--- src/rtl/afe_spi_attn_ctrl.sv ---
// Serial loader for the two AFE attenuator/switch chains: shifts one control word
// MSB first on the selected channel(s), then pulses latch-enable, then idles for one gap.
//
// state | meaning
// IDLE  | waiting for a control-register write
// SHIFT | clocking DATA_WIDTH bits out, low half-period then high half-period per bit
// LATCH | LE high on the selected channels for one half-period
// GAP   | all pins low for one half-period before accepting the next word
module afe_spi_attn_ctrl #(
  parameter int DATA_WIDTH = 16,
  parameter int CLK_DIV    = 10
) (
  input  logic        sysClk,
  input  logic        sysReset,
  input  logic        sysCsrStrobe,
  input  logic [31:0] sysGpioOut,
  output logic [31:0] sysStatus,
  output logic [1:0]  AFE_SPI_CLK,
  output logic [1:0]  AFE_SPI_SDI,
  output logic [1:0]  AFE_SPI_LE
);

  localparam int BCW = $clog2(DATA_WIDTH) + 1;
  localparam logic [7:0]     HP_LOAD  = 8'(CLK_DIV - 1);
  localparam logic [BCW-1:0] BIT_LOAD = BCW'(DATA_WIDTH - 1);
  localparam logic [BCW-1:0] BIT_ONE  = BCW'(1);

  typedef enum logic [1:0] {IDLE, SHIFT, LATCH, GAP} state_t;

  state_t                state, state_nxt;
  logic [7:0]            hp_cnt, hp_cnt_nxt;
  logic [BCW-1:0]        bit_cnt, bit_cnt_nxt;
  logic                  clk_hi, clk_hi_nxt;
  logic [DATA_WIDTH-1:0] shreg, shreg_nxt;
  logic [1:0]            mask, mask_nxt;
  logic [15:0]           last_word, last_word_nxt;
  logic                  overrun, overrun_nxt;
  logic [1:0]            spi_clk_nxt, spi_sdi_nxt, spi_le_nxt;
  logic                  wr_req, clr_req, hp_tc;
  logic                  unused_gpio_bits;

  assign unused_gpio_bits = ^sysGpioOut[30:18];
  assign wr_req  = sysCsrStrobe & ~sysGpioOut[31];
  assign clr_req = sysCsrStrobe & sysGpioOut[31];
  assign hp_tc   = (hp_cnt == 8'd0);

  always_comb begin
    state_nxt     = state;
    hp_cnt_nxt    = hp_cnt;
    bit_cnt_nxt   = bit_cnt;
    clk_hi_nxt    = clk_hi;
    shreg_nxt     = shreg;
    mask_nxt      = mask;
    last_word_nxt = last_word;
    overrun_nxt   = overrun;

    case (state)
      IDLE: begin
        if (wr_req) begin
          state_nxt     = SHIFT;
          hp_cnt_nxt    = HP_LOAD;
          bit_cnt_nxt   = BIT_LOAD;
          clk_hi_nxt    = 1'b0;
          shreg_nxt     = sysGpioOut[DATA_WIDTH-1:0];
          mask_nxt      = sysGpioOut[17] ? 2'b11 : (sysGpioOut[16] ? 2'b10 : 2'b01);
          last_word_nxt = sysGpioOut[15:0];
        end
      end
      SHIFT: begin
        if (!hp_tc) begin
          hp_cnt_nxt = hp_cnt - 8'd1;
        end else if (!clk_hi) begin
          clk_hi_nxt = 1'b1;
          hp_cnt_nxt = HP_LOAD;
        end else if (bit_cnt == '0) begin
          state_nxt  = LATCH;
          clk_hi_nxt = 1'b0;
          hp_cnt_nxt = HP_LOAD;
        end else begin
          // falling edge is the bit boundary: advance data here only
          bit_cnt_nxt = bit_cnt - BIT_ONE;
          shreg_nxt   = {shreg[DATA_WIDTH-2:0], 1'b0};
          clk_hi_nxt  = 1'b0;
          hp_cnt_nxt  = HP_LOAD;
        end
      end
      LATCH: begin
        if (!hp_tc) begin
          hp_cnt_nxt = hp_cnt - 8'd1;
        end else begin
          state_nxt  = GAP;
          hp_cnt_nxt = HP_LOAD;
        end
      end
      GAP: begin
        if (!hp_tc) hp_cnt_nxt = hp_cnt - 8'd1;
        else        state_nxt  = IDLE;
      end
      default: state_nxt = IDLE;
    endcase

    // a rejected write sets overrun even when a clear arrives alongside it
    if (wr_req && state != IDLE) overrun_nxt = 1'b1;
    else if (clr_req)            overrun_nxt = 1'b0;

    spi_clk_nxt = (state_nxt == SHIFT && clk_hi_nxt) ? mask_nxt : 2'b00;
    spi_sdi_nxt = (state_nxt == SHIFT && shreg_nxt[DATA_WIDTH-1]) ? mask_nxt : 2'b00;
    spi_le_nxt  = (state_nxt == LATCH) ? mask_nxt : 2'b00;
  end

  always_ff @(posedge sysClk) begin
    if (sysReset) begin
      state       <= IDLE;
      hp_cnt      <= 8'd0;
      bit_cnt     <= '0;
      clk_hi      <= 1'b0;
      shreg       <= '0;
      mask        <= 2'b00;
      last_word   <= 16'd0;
      overrun     <= 1'b0;
      AFE_SPI_CLK <= 2'b00;
      AFE_SPI_SDI <= 2'b00;
      AFE_SPI_LE  <= 2'b00;
    end else begin
      state       <= state_nxt;
      hp_cnt      <= hp_cnt_nxt;
      bit_cnt     <= bit_cnt_nxt;
      clk_hi      <= clk_hi_nxt;
      shreg       <= shreg_nxt;
      mask        <= mask_nxt;
      last_word   <= last_word_nxt;
      overrun     <= overrun_nxt;
      AFE_SPI_CLK <= spi_clk_nxt;
      AFE_SPI_SDI <= spi_sdi_nxt;
      AFE_SPI_LE  <= spi_le_nxt;
    end
  end

  assign sysStatus = {overrun, (state != IDLE), 12'd0, mask, last_word};

endmodule

--- config.mk ---
export PLATFORM = sky130hd
export DESIGN_NAME = afe_spi_attn_ctrl
export DESIGN_NICKNAME = d
export VERILOG_FILES = /design/src/rtl/afe_spi_attn_ctrl.sv
export SDC_FILE = /design/constraint.sdc
export NUM_CORES = 1
export LEC_CHECK = 0
export ABC_AREA = 1
export BUFFER_PORTS_ARGS = -buffer_cell sky130_fd_sc_hd__buf_2
export CAP_MARGIN = 20
export CORE_MARGIN = 3
export CORE_UTILIZATION = 26
export CTS_BUF_LIST = sky130_fd_sc_hd__clkbuf_8
export DETAILED_ROUTE_END_ITERATION = 8
export GPL_ROUTABILITY_DRIVEN = 0
export HOLD_SLACK_MARGIN = 0.06
export SYNTH_ARGS = -nofsm -noshare
export SYNTH_HDL_FRONTEND = slang
export SYNTH_SLANG_ARGS = --single-unit
export TNS_END_PERCENT = 1
--- constraint.sdc ---
create_clock -name sysClk -period 2.1 [get_ports sysClk]
set_clock_uncertainty 0.05 [all_clocks]
set_input_delay 0.315 -clock sysClk [delete_from_list [all_inputs] [get_ports sysClk]]
set_output_delay 0.315 -clock sysClk [all_outputs]
set_load 0.01 [all_outputs]
Word-level counts from Yosys, hierarchy flattened
Index checks and enable logic that the tools add are counted.
{"block": "op_classes", "addsub": 2, "eq_ne": 10, "mux": 31, "n_bitwise": 6, "reduce_logical": 16}
{"operator": "$mux 16", "count": 4}
{"operator": "$pmux 16 s2", "count": 1}
{"operator": "$mux 8", "count": 3}
{"operator": "$pmux 8 s3", "count": 1}
{"operator": "$mux 2", "count": 10}
{"operator": "$mux 5", "count": 4}
{"operator": "$ne 2x2->1 const B", "count": 5}
{"operator": "$pmux 5 s2", "count": 1}
{"operator": "$logic_not 8->1", "count": 1}
{"operator": "$pmux 2 s4", "count": 1}
{"operator": "$reduce_or 2->1", "count": 4}
{"operator": "$sub 8x1->8 const B", "count": 1}
{"operator": "$eq 2x2->1 const B", "count": 3}
{"operator": "$reduce_bool 2->1", "count": 3}
{"operator": "$logic_not 5->1", "count": 1}
{"operator": "$mux 1", "count": 5}
{"operator": "$reduce_and 5->1", "count": 1}
{"operator": "$sub 5x1->5 const B", "count": 1}
{"operator": "$eq 2x1->1 const B", "count": 2}
{"operator": "$not 1->1", "count": 4}
{"operator": "$reduce_and 2->1", "count": 2}
{"operator": "$logic_and 1x1->1", "count": 3}
{"operator": "$and 1x1->1", "count": 2}
{"operator": "$logic_not 2->1", "count": 1}
{"operator": "$pmux 1 s2", "count": 1}
{"block": "totals", "ff_bits": 57, "out_inout_bits": 38, "elab_cells": 77}

Depth between registers and ports, before layout
Gate-level depths: netlist (run 1).
{"block": "logic_depth", "word_depth": 9, "ltp_mapped": 13, "mapped_depth_nobuf": 13}

Least setup slack after synthesis (run 1)
Ideal clock, no wire load.
{"block": "synth_timing", "path_type": "reg-to-reg", "start": "reg state[0]", "end": "reg shreg[14]", "t_arrival_ns": 1.508, "required_ns": 1.925, "path_slack_ns": 0.416, "stages_incl_launch_ff": 11, "path_cell_list": "dfxtp_1 inv_1 ha_1 inv_2 nor2_1 nor2_1 nand2_4 clkinv_4 buf_8 o21ai_1 a31oi_1"}
{"block": "synth_between", "elab_chain_len": 3}
{"element": "from (decl)", "line_no": "30", "source": "state_t state, state_nxt;"}
{"element": "from (signal assigned)", "line_no": "125", "source": "state <= state_nxt;"}
{"element": "$eq 2x1->1 / $logic_not 2->1 (equally long branches)", "line_no": "57", "source": "case (state)"}
{"element": "$ne 2x2->1 (no source line) / $reduce_bool 2->1 (equally long branches)"}
{"element": "$reduce_and 5->1 (no source line)"}
{"element": "to (signal assigned)", "line_no": "129", "source": "shreg <= shreg_nxt;"}
{"element": "to (decl)", "line_no": "34", "source": "logic [DATA_WIDTH-1:0] shreg, shreg_nxt;"}
Parallel ways exist; a longest one is shown, timed or not.
A chain may end at the register's enable or synchronous reset.

Final worst setup path (run 1)
{"block": "layout_timing", "start": "reg state[0]", "end": "reg bit_cnt[1]"}
{"block": "layout_between", "elab_chain_len": 3}
{"element": "$eq 2x1->1 / $logic_not 2->1 (equally long branches)", "line_no": "57"}
{"element": "$ne 2x2->1 (no source line) / $reduce_bool 2->1 (equally long branches)"}
{"element": "$reduce_and 5->1 (no source line)"}
{"element": "to (signal assigned)", "line_no": "127", "source": "bit_cnt <= bit_cnt_nxt;"}
{"element": "to (decl)", "line_no": "32", "source": "logic [BCW-1:0] bit_cnt, bit_cnt_nxt;"}
Parallel ways exist; a longest one is shown, timed or not.

==> summary.md, run 1 <==
| Metric | Value |
|---|---|
| Outcome | complete, no violations |
| CP endpoint | bit_cnt[1] |
| Switching share of total power | 0.335 |
| FF-to-FF path depth | 9 |
| Tcrit/Tclk final | 0.919 |
| Max FO, Critical Path | 37 |
| Htree depth | 3 |
| Avg Cell Area, Syn | 7.49 sq um |
| Initial DRC count | 112 |
| Share of cells above drive strength 1 | 0.203 |
| IO buf count | 47 |
| LEAKAGE | 1.39 nW |
| Worst vdd ir | 0.402 mV |
| Postcts setup bufs | 0 |
| CTS buffer count | 9 |
| Pin count of the biggest net entering global routing | 38 |
| Most used DFF post-synth | dfxtp_1 |
| Final period demand of the worst path | 1.93 ns |
| Worst Setup SP | state[0] |
| Worst slew pin tran | 0.488 ns |
| Clk buf depth | 2 |
| Power Density | 933 mW/mm^2 |
| R2R setup slack | 0.17 ns |
| Clk sink count | 57 |
| Pre-antenna DRT Iters | 4 |
| Max-slew headroom | 0.671 |
| RSZ-0062 raised after global routing | no |
| Post-detail-place hpwl | 4050 um |
| Top achievable clock speed | 518 MHz |
| Slowest CP cell | dfxtp_1 |
| Die Wd | 107 um |
| Reported net switching power | 0.984 mW |
| CP required | 2.30 ns |
| Routed wire length | 5570 um |
| Yosys reg bits | 57 |
| FF-to-FF Start | state[0] |
| Total gr overflow | 0 |
| Fin area | 0.00315 sq mm |
| Starting utilization of the core area | 0.269 |
| Hold crit path type | in -> reg |
| Async SR Flop Fraction | 0 |
| Core Rows | 36 |
| Synth warnings | 0 |
| Clk pwr share | 0.309 |
| RR Endpoint | bit_cnt[1] |
| Critical path type | reg -> reg |
| Area grow syn2layout | 19.1% |
| Final Hold Viols | 0 |
| All-layer global routing usage | 0.103 |
| Max-slew violations | 0 |
| Arr. time, crit path | 2.13 ns |
| # diodes | 0 |
| Setup Viol. Count Final | 0 |
| I/O pin count | 73 |
| Sequential share of the synthesized area | 0.432 |
| Synthesized cell area | 0.00264 sq mm |
| Clk pin slew, worst setup/hold paths | 0.06 ns |
| Tot Pwr | 2.94 mW |
| Vias in the first global route | 2209 |
| Crit-path cells | inv_1, ha_1, inv_2, nor2_1, nor2_1, nand2_4, inv_8, o21ai_1, a31oi_1 |
| Core footprint | 0.00982 sq mm |
| Post-synthesis cell type count | 33 |
| P_int | 1.95 mW |
| Drt wl/cell | 10.3 um |
| Vias per inst | 4.41 |
| Crit path depth | 9 |
| TritonCTS clock tree | built |
| Crit path largest cell delay | 0.40 ns |
| Clock latency on the worst-skew pair | 0.33 ns |
| Routed Antenna Nets | 0 |
| Global-route wire length before repair | 9630 um |
| Top delay family on crit path | buffers and inverters |
| Post-layout nets | 446 |
| Hold WS | 0.138 ns |
| Post-Synthesis Cells | 353 |
| Antenna violations before repair | 0 |
| Combinational share of power | 0.252 |
| Setup Total Neg Slack | 0 ns |
| Hold Startpoint | sysGpioOut[31] |
| DRC | 0 |
| Root buf cell | clkbuf_8 |
| Post-synth EDFFs | 0 |
| Area post-placement | 0.00296 sq mm |
| Startpoint Class | register |
| Die area | 0.0114 sq mm |
| Die height | 107 um |
| WP buf/inv | 3 |
| CP most frequent cell | nor2_1 |
| Vias after detailed routing | 2385 |
| Sequential share of power | 0.438 |
| Cts hold-fix bufs | 0 |
| Max_cap viols | 0 |
| CP endpoint kind | register |
[cell usage after synthesis (3+ instances only)]
library cell,number,share of area
nor2_1,21,0.030
inv_1,30,0.043
nand2_1,89,0.13
ha_1,8,0.038
buf_4,14,0.040
nor2_2,3,0.0071
nand3_1,17,0.032
o21ai_1,20,0.038
dfxtp_1,57,0.43
nor3_1,7,0.013
clkbuf_1,5,0.0071
o21ai_0,5,0.0095
a21oi_1,30,0.057
a31oi_1,16,0.038
nand4_1,3,0.0071
buf_2,5,0.0095
[sequential cells by signal (all words and copies together), names as in the netlist]
| signal | cells |
|---|---|
| AFE_SPI_CLK | 2 |
| AFE_SPI_LE | 2 |
| AFE_SPI_SDI | 2 |
| bit_cnt | 5 |
| clk_hi | 1 |
| hp_cnt | 8 |
| last_word | 16 |
| mask | 2 |
| overrun | 1 |
| shreg | 16 |
| state | 2 |
[timing repair]
item                       CTS  global route
hold endpoints to repair     0             0
setup endpoints to repair    0             2
resized for setup            0             1
[cell families (layout without fill, tap and decap cells)]
| kind of cell | count (synthesis) | after routing | synth area share |
|---|---|---|---|
| simple gates | 149 | 149 | 0.246 |
| compound gates | 76 | 76 | 0.160 |
| buf+inv | 60 | 104 | 0.116 |
| flops | 57 | 57 | 0.432 |
| fa+ha+maj | 8 | 8 | 0.0379 |
| xor+xnor | 2 | 2 | 0.00663 |
| other cells | 1 | 12 | 0.00142 |
[through the flow]
stage | instances | utilization | setup WS [ns]
finish | 541 | 0.321 | 0.170
detailed placement | 525 | 0.302 | 0.163
floorplan | 364 | - | 0.416
global route | 541 | 0.321 | 0.0177
CTS | 541 | 0.320 | 0.144
global placement | 525 | 0.302 | 0.208
[placed cells by master (no fill, tap or decap), types with 2 or more instances in the layout]
master / instances
o21ai_1: 20
xor2_1: 2
a31oi_1: 16
inv_2: 2
a21oi_1: 30
conb_1: 12
nand2_2: 2
clkinvlp_4: 3
nand2_1: 89
a211oi_1: 2
clkbuf_8: 11
nand4_1: 3
nand3b_1: 2
nand3_1: 17
o21ai_0: 5
nor3_1: 7
ha_1: 8
nor2_2: 3
buf_2: 47
nor2_1: 21
inv_1: 31
or2_2: 2
dfxtp_1: 57
buf_4: 7
[final cells by class]
type | instances | area [sq um]
fill | 1100 | 6670
multi-input combinational | 247 | 1240
sequential | 57 | 1140
timing repair buffer | 54 | 288
tap | 133 | 166
clock buffer | 11 | 151
inverter | 34 | 135
clock inverter | 5 | 31.3
[worst min-delay path by stage]
stage	slack (ns)	cells after the start	endpoint
after floorplan	0.36	1	overrun
after global placement	0.40	2	last_word[9]
after detailed placement	0.40	2	last_word[10]
after CTS	0.12	2	overrun
after global routing	0.14	2	overrun
final	0.14	2	overrun
[layer usage]
layer	wire length, um	part of all wire	track usage
met5	0	0	0
met4	71	0.013	0.0356
met3	350	0.063	0.0409
met2	2540	0.46	0.169
met1	2610	0.47	0.124
[power groups by stage]
stage / clock network (mW) / registers (mW) / logic [mW]
floorplan: 0 / 1.31 / 0.597
global placement: 0 / 1.31 / 0.723
detailed placement: 0 / 1.31 / 0.738
CTS: 0.948 / 1.29 / 0.743
global route: 0.995 / 1.30 / 0.849
finish: 0.909 / 1.29 / 0.742
Power figures use the tool's default switching activity.
==> run 2: changes to the inputs <==
Settings changed: RECOVER_POWER from default to 100.
==> summary.md, run 2 (synthesis results as in run 1) <==
| Metric | Value |
|---|---|
| Outcome | complete, no violations |
| Pin count of the biggest net entering global routing | 38 |
| Most frequent cells in the layout | 89 x nand2_1, 57 x dfxtp_1, 32 x inv_1, 30 x a21oi_1, 26 x clkbuf_1 |
| Area post-placement | 0.00296 sq mm |
| Root buf cell | clkbuf_8 |
| R2R setup slack | 0.18 ns |
| Hold path depth | 2 |
| Clk sink count | 57 |
| FF-to-FF path depth | 9 |
| Pre-antenna DRT Iters | 4 |
| Worst slew pin tran | 0.499 ns |
| FF-to-FF Start | state[0] |
| Critical path type | reg -> reg |
| Clk buf depth | 2 |
| Hold Startpoint | sysGpioOut[31] |
| RSZ-0062 raised after global routing | no |
| Clock latency on the worst-skew pair | 0.33 ns |
| Starting utilization of the core area | 0.269 |
| Setup Viol. Count Final | 0 |
| Vias in the first global route | 2209 |
| CTS buffer count | 9 |
| Max FO, Critical Path | 37 |
| Top achievable clock speed | 522 MHz |
| Tot Pwr | 2.92 mW |
| TritonCTS clock tree | built |
| Die Wd | 107 um |
| Post-detail-place hpwl | 4050 um |
| Crit path largest cell delay | 0.40 ns |
| Vias after detailed routing | 2376 |
| CP endpoint kind | register |
| All-layer global routing usage | 0.103 |
| Core Rows | 36 |
| Max-slew violations | 0 |
| Routed Antenna Nets | 0 |
| Antenna violations before repair | 0 |
| Die area | 0.0114 sq mm |
| Hold crit path type | in -> reg |
| LEAKAGE | 1.28 nW |
| Top delay family on crit path | buffers and inverters |
| Total gr overflow | 0 |
| WP buf/inv | 3 |
| Regs by FF count | last_word (16), shreg (16), hp_cnt (8) |
| Area grow syn2layout | 17.8% |
| CP most frequent cell | nor2_1 |
| Tcrit/Tclk final | 0.913 |
| Post-cts resize count | 0 |
| Hold WS | 0.138 ns |
| Max_cap viols | 0 |
| Setup Total Neg Slack | 0 ns |
| RR Endpoint | bit_cnt[1] |
| I/O pin count | 73 |
| Worst vdd ir | 0.403 mV |
| # diodes | 0 |
| Arr. time, crit path | 2.12 ns |
| Final period demand of the worst path | 1.92 ns |
| Share of cells above drive strength 1 | 0.137 |
| Routed wire length | 5530 um |
| Crit-path cells | inv_1, ha_1, inv_2, nor2_1, nor2_1, nand2_4, inv_8, o21ai_1, a31oi_1 |
| Initial DRC count | 114 |
| Global-route wire length before repair | 9630 um |
| Hold path endpoint | overrun |
| Htree depth | 3 |
| Max-slew headroom | 0.664 |
| Fin area | 0.00311 sq mm |
| Power Density | 937 mW/mm^2 |
| Core footprint | 0.00982 sq mm |
| Clk pin slew, worst setup/hold paths | 0.06 ns |
| Worst Setup SP | state[0] |
| Leading cell type in the layout, fill and taps excluded | nand2_1 |
| Drt wl/cell | 10.2 um |
| CP required | 2.30 ns |
| Vias per inst | 4.39 |
| Cts hold-fix bufs | 0 |
| Postcts setup bufs | 0 |
| Die height | 107 um |
| Slowest CP cell | dfxtp_1 |
| DRC | 0 |
| IO buf count | 47 |
| Final Hold Viols | 0 |
| Post-layout nets | 446 |
| Startpoint Class | register |
run 2: cell types whose count changed in the layout (fill, tap and decap cells not counted), sizes merged:
cell and delta:
clkbuf +27, buf -27
run 2: routing by layer:
layer | GRT usage | part of all wire | vias up
met5 | 0 | 0 | -
met4 | 0.0356 | 0.010 | 0
met3 | 0.0409 | 0.063 | 5
met2 | 0.169 | 0.46 | 57
met1 | 0.124 | 0.46 | 1082
li1 | - | - | 1232
run 2: power by group:
group,leakage [nW],internal [mW],total (mW),switching [mW]
registers,0.466,1.21,1.29,0.0785
logic,0.723,0.250,0.723,0.473
clock network,0.0888,0.485,0.907,0.423
run 2: stage by stage:
step	worst slack, ns	utilization	std cells
after global placement	0.208	0.302	525
after floorplan	0.416	-	364
after detailed placement	0.163	0.302	525
after CTS	0.144	0.320	541
after global routing	0.0163	0.317	541
final	0.184	0.317	541
run 2: worst max-delay path by stage:
stage / end / slack, ns / depth (start not counted)
CTS: bit_cnt[1] / 0.14 / 9
floorplan: shreg[14] / 0.42 / 10
global placement: shreg[12] / 0.21 / 9
detailed placement: bit_cnt[1] / 0.16 / 9
finish: bit_cnt[1] / 0.18 / 9
global route: last_word[6] / 0.02 / 8
run 2: layout make-up:
type	instances	area [sq um]
clock buffer	11	151
clock inverter	5	31.3
inverter	34	135
sequential	57	1140
multi-input combinational	247	1240
timing repair buffer	54	253
tap	133	166
fill	1116	6710
==> run 3: changes to the inputs <==
Settings changed: ABC_AREA 1 to default, SETUP_SLACK_MARGIN from default to 0.1.
==> summary.md, run 3 <==
| Metric | Value |
|---|---|
| Post-detail-place hpwl | 4600 um |
| Clock latency on the worst-skew pair | 0.35 ns |
| Post-synth EDFFs | 0 |
| Hold crit path type | in -> reg |
| Max layer used | met4 |
| Final period demand of the worst path | 2.10 ns |
| LEAKAGE | 1.39 nW |
| Antenna violations before repair | 0 |
| Max-slew violations | 0 |
| Post-Synthesis Cells | 314 |
| Top achievable clock speed | 475 MHz |
| Clk sink count | 57 |
| Pin count of the biggest net entering global routing | 23 |
| Leading cell type in the layout, fill and taps excluded | nand2_1 |
| All-layer global routing usage | 0.118 |
| DRC | 0 |
| Routed wire length | 6590 um |
| P_int | 2.44 mW |
| Regs by FF count | last_word (16), shreg (16), hp_cnt (8) |
| Setup Viol. Count Final | 1 |
| Most frequent cells in the layout | 55 x nand2_1, 54 x dfxtp_1, 29 x buf_4, 25 x clkbuf_1, 23 x a21oi_1 |
| Vias per inst | 4.63 |
| Combinational share of power | 0.329 |
| Reported net switching power | 1.22 mW |
| Die area | 0.0115 sq mm |
| IO buf count | 47 |
| Core Rows | 36 |
| Post-layout nets | 431 |
| Top cells by count, synth | 57 x dfxtp_1, 55 x nand2_1, 26 x a21oi_1 |
| Clk buf depth | 2 |
| Vias after detailed routing | 2435 |
| Core footprint | 0.00986 sq mm |
| Final Hold Viols | 0 |
| Switching share of total power | 0.333 |
| Area grow syn2layout | 33.5% |
| Max_cap viols | 0 |
| TritonCTS clock tree | built |
| Post-synthesis cell type count | 50 |
| Metal3 WL | 302 um |
| CP endpoint kind | register |
| M1 wire length | 3170 um |
| Worst slew pin tran | 0.577 ns |
| Outcome | finished, violations left |
| I/O pin count | 73 |
| Die height | 107 um |
| Root buf cell | clkbuf_8 |
| Area leader, netlist | dfxtp_1 |
| Startpoint Class | register |
| Top post-synthesis cells by area | dfxtp_1 43%, nand2_1 7.8%, a21oi_1 4.9%, buf_4 4.5%, a31oi_1 4.0% |
| Power Density | 1030 mW/mm^2 |
| Max FO, Critical Path | 7 |
| Met2 wire len | 3050 um |
| Fillers | 1013 |
| Clk pwr share | 0.318 |
| Critical path type | reg -> reg |
| Max-slew headroom | 0.614 |
| Vias in the first global route | 2319 |
| RSZ-0062 raised after global routing | yes |
| # diodes | 0 |
| Htree depth | 3 |
| Total gr overflow | 0 |
| Synth warnings | 0 |
| Avg Cell Area, Syn | 8.45 sq um |
| Yosys reg bits | 57 |
| Tot Pwr | 3.66 mW |
| Starting utilization of the core area | 0.269 |
| Synthesized cell area | 0.00265 sq mm |
| Arr. time, crit path | 2.34 ns |
| Async SR Flop Fraction | 0 |
| Cts hold-fix bufs | 0 |
| Clk pin slew, worst setup/hold paths | 0.07 ns |
| CTS buffer count | 9 |
| Sequential share of the synthesized area | 0.430 |
| Most frequent cell after synthesis | dfxtp_1 |
| Sequential share of power | 0.352 |
| Share of cells above drive strength 1 | 0.267 |
| Failing checks | setup timing |
| Routed Antenna Nets | 0 |
| Worst vdd ir | 0.381 mV |
| Initial DRC count | 252 |
| Final setup margin | -0.00369 ns |
| Pre-antenna DRT Iters | 4 |
| CP required | 2.34 ns |
| Tcrit/Tclk final | 1.00 |
| Most used DFF post-synth | dfxtp_1 |
| Setup Total Neg Slack | -0.00369 ns |
| Global-route wire length before repair | 10800 um |
| Drt wl/cell | 12.5 um |
| Die Wd | 107 um |
| Synth top area share | 0.430 |
-- run 3: path summary, 6_finish.rpt --
| kind | startpoint | end | slack (ns) | depth (start not counted) |
|---|---|---|---|---|
| worst max-delay path | hp_cnt[2] | AFE_SPI_LE[1] | -0.004 | 7 |
| worst min-delay path | sysGpioOut[31] | overrun | 0.13 | 2 |
| worst max register to register | hp_cnt[2] | AFE_SPI_LE[1] | -0.004 | 7 |
| worst min register to register | last_word[0] | last_word[0] | 0.40 | 2 |
-- run 3: cells by family after synthesis --
logic type / count (synthesis) / synth area share
buffers and inverters: 43 / 0.0877
XOR/XNOR: 5 / 0.0165
adder cells (fa/ha/maj): 8 / 0.0377
AND/OR/NAND/NOR: 115 / 0.215
AO/OA/AOI/OAI: 84 / 0.207
flip-flops: 57 / 0.430
multiplexers: 1 / 0.00424
other: 1 / 0.00141
-- run 3: layer usage --
| metal | up-vias | global-route usage |
|---|---|---|
| met5 | - | 0 |
| met4 | 0 | 0.0630 |
| met3 | 4 | 0.0253 |
| met2 | 71 | 0.183 |
| met1 | 1134 | 0.153 |
| li1 | 1226 | - |
-- run 3: cell type report --
| class | count | area (sq um) | share of cell area |
|---|---|---|---|
| clock buffers | 9 | 124 | 0.0350 |
| flip-flops and latches | 57 | 1140 | 0.323 |
| clock inverters | 7 | 103 | 0.0290 |
| multi-input cells | 225 | 1450 | 0.410 |
| repair buffers | 82 | 502 | 0.142 |
| well taps | 133 | 166 | 0.0470 |
| inverters | 13 | 48.8 | 0.0138 |
-- run 3: metrics by stage --
| stage | hold WS [ns] | worst slack [ns] | instance area [sq um] | std cells | utilization |
|---|---|---|---|---|---|
| detailed placement | 0.396 | -0.0859 | 3140 | 500 | 0.319 |
| finish | 0.133 | -0.00369 | 3540 | 526 | 0.359 |
| global route | 0.132 | -0.0622 | 3540 | 526 | 0.359 |
| CTS | 0.109 | 0.000994 | 3460 | 520 | 0.351 |
| floorplan | 0.361 | 0.0674 | 2730 | 325 | - |
| global placement | 0.392 | -0.0188 | 3140 | 500 | 0.319 |
-- run 3: timing repair --
| action | 4_1_cts | 5_1_grt |
|---|---|---|
| pin swaps | 10 | 12 |
| gates cloned | 0 | 1 |
| setup buffers | 4 | 5 |
| gates resized for setup | 15 | 13 |
| endpoints found under the setup margin | 28 | 35 |
-- run 3: critical path, cell delays in order (launching register included) --
cell     delay, ns
dfxtp_1       0.31
or4_4         0.60
buf_4         0.17
nor4_4        0.27
nor2_2        0.08
o31ai_4       0.23
buf_6         0.17
and3_1        0.16
-- run 3: power by group through the flow --
stage          clock network [mW]  logic (mW)  registers [mW]
6_report                     1.16        1.21            1.29
3_3_place_gp                    0        1.01            1.30
5_1_grt                      1.25        1.32            1.31
4_1_cts                      1.19        1.10            1.28
3_5_place_dp                    0        1.03            1.30
2_1_floorplan                   0       0.697            1.32
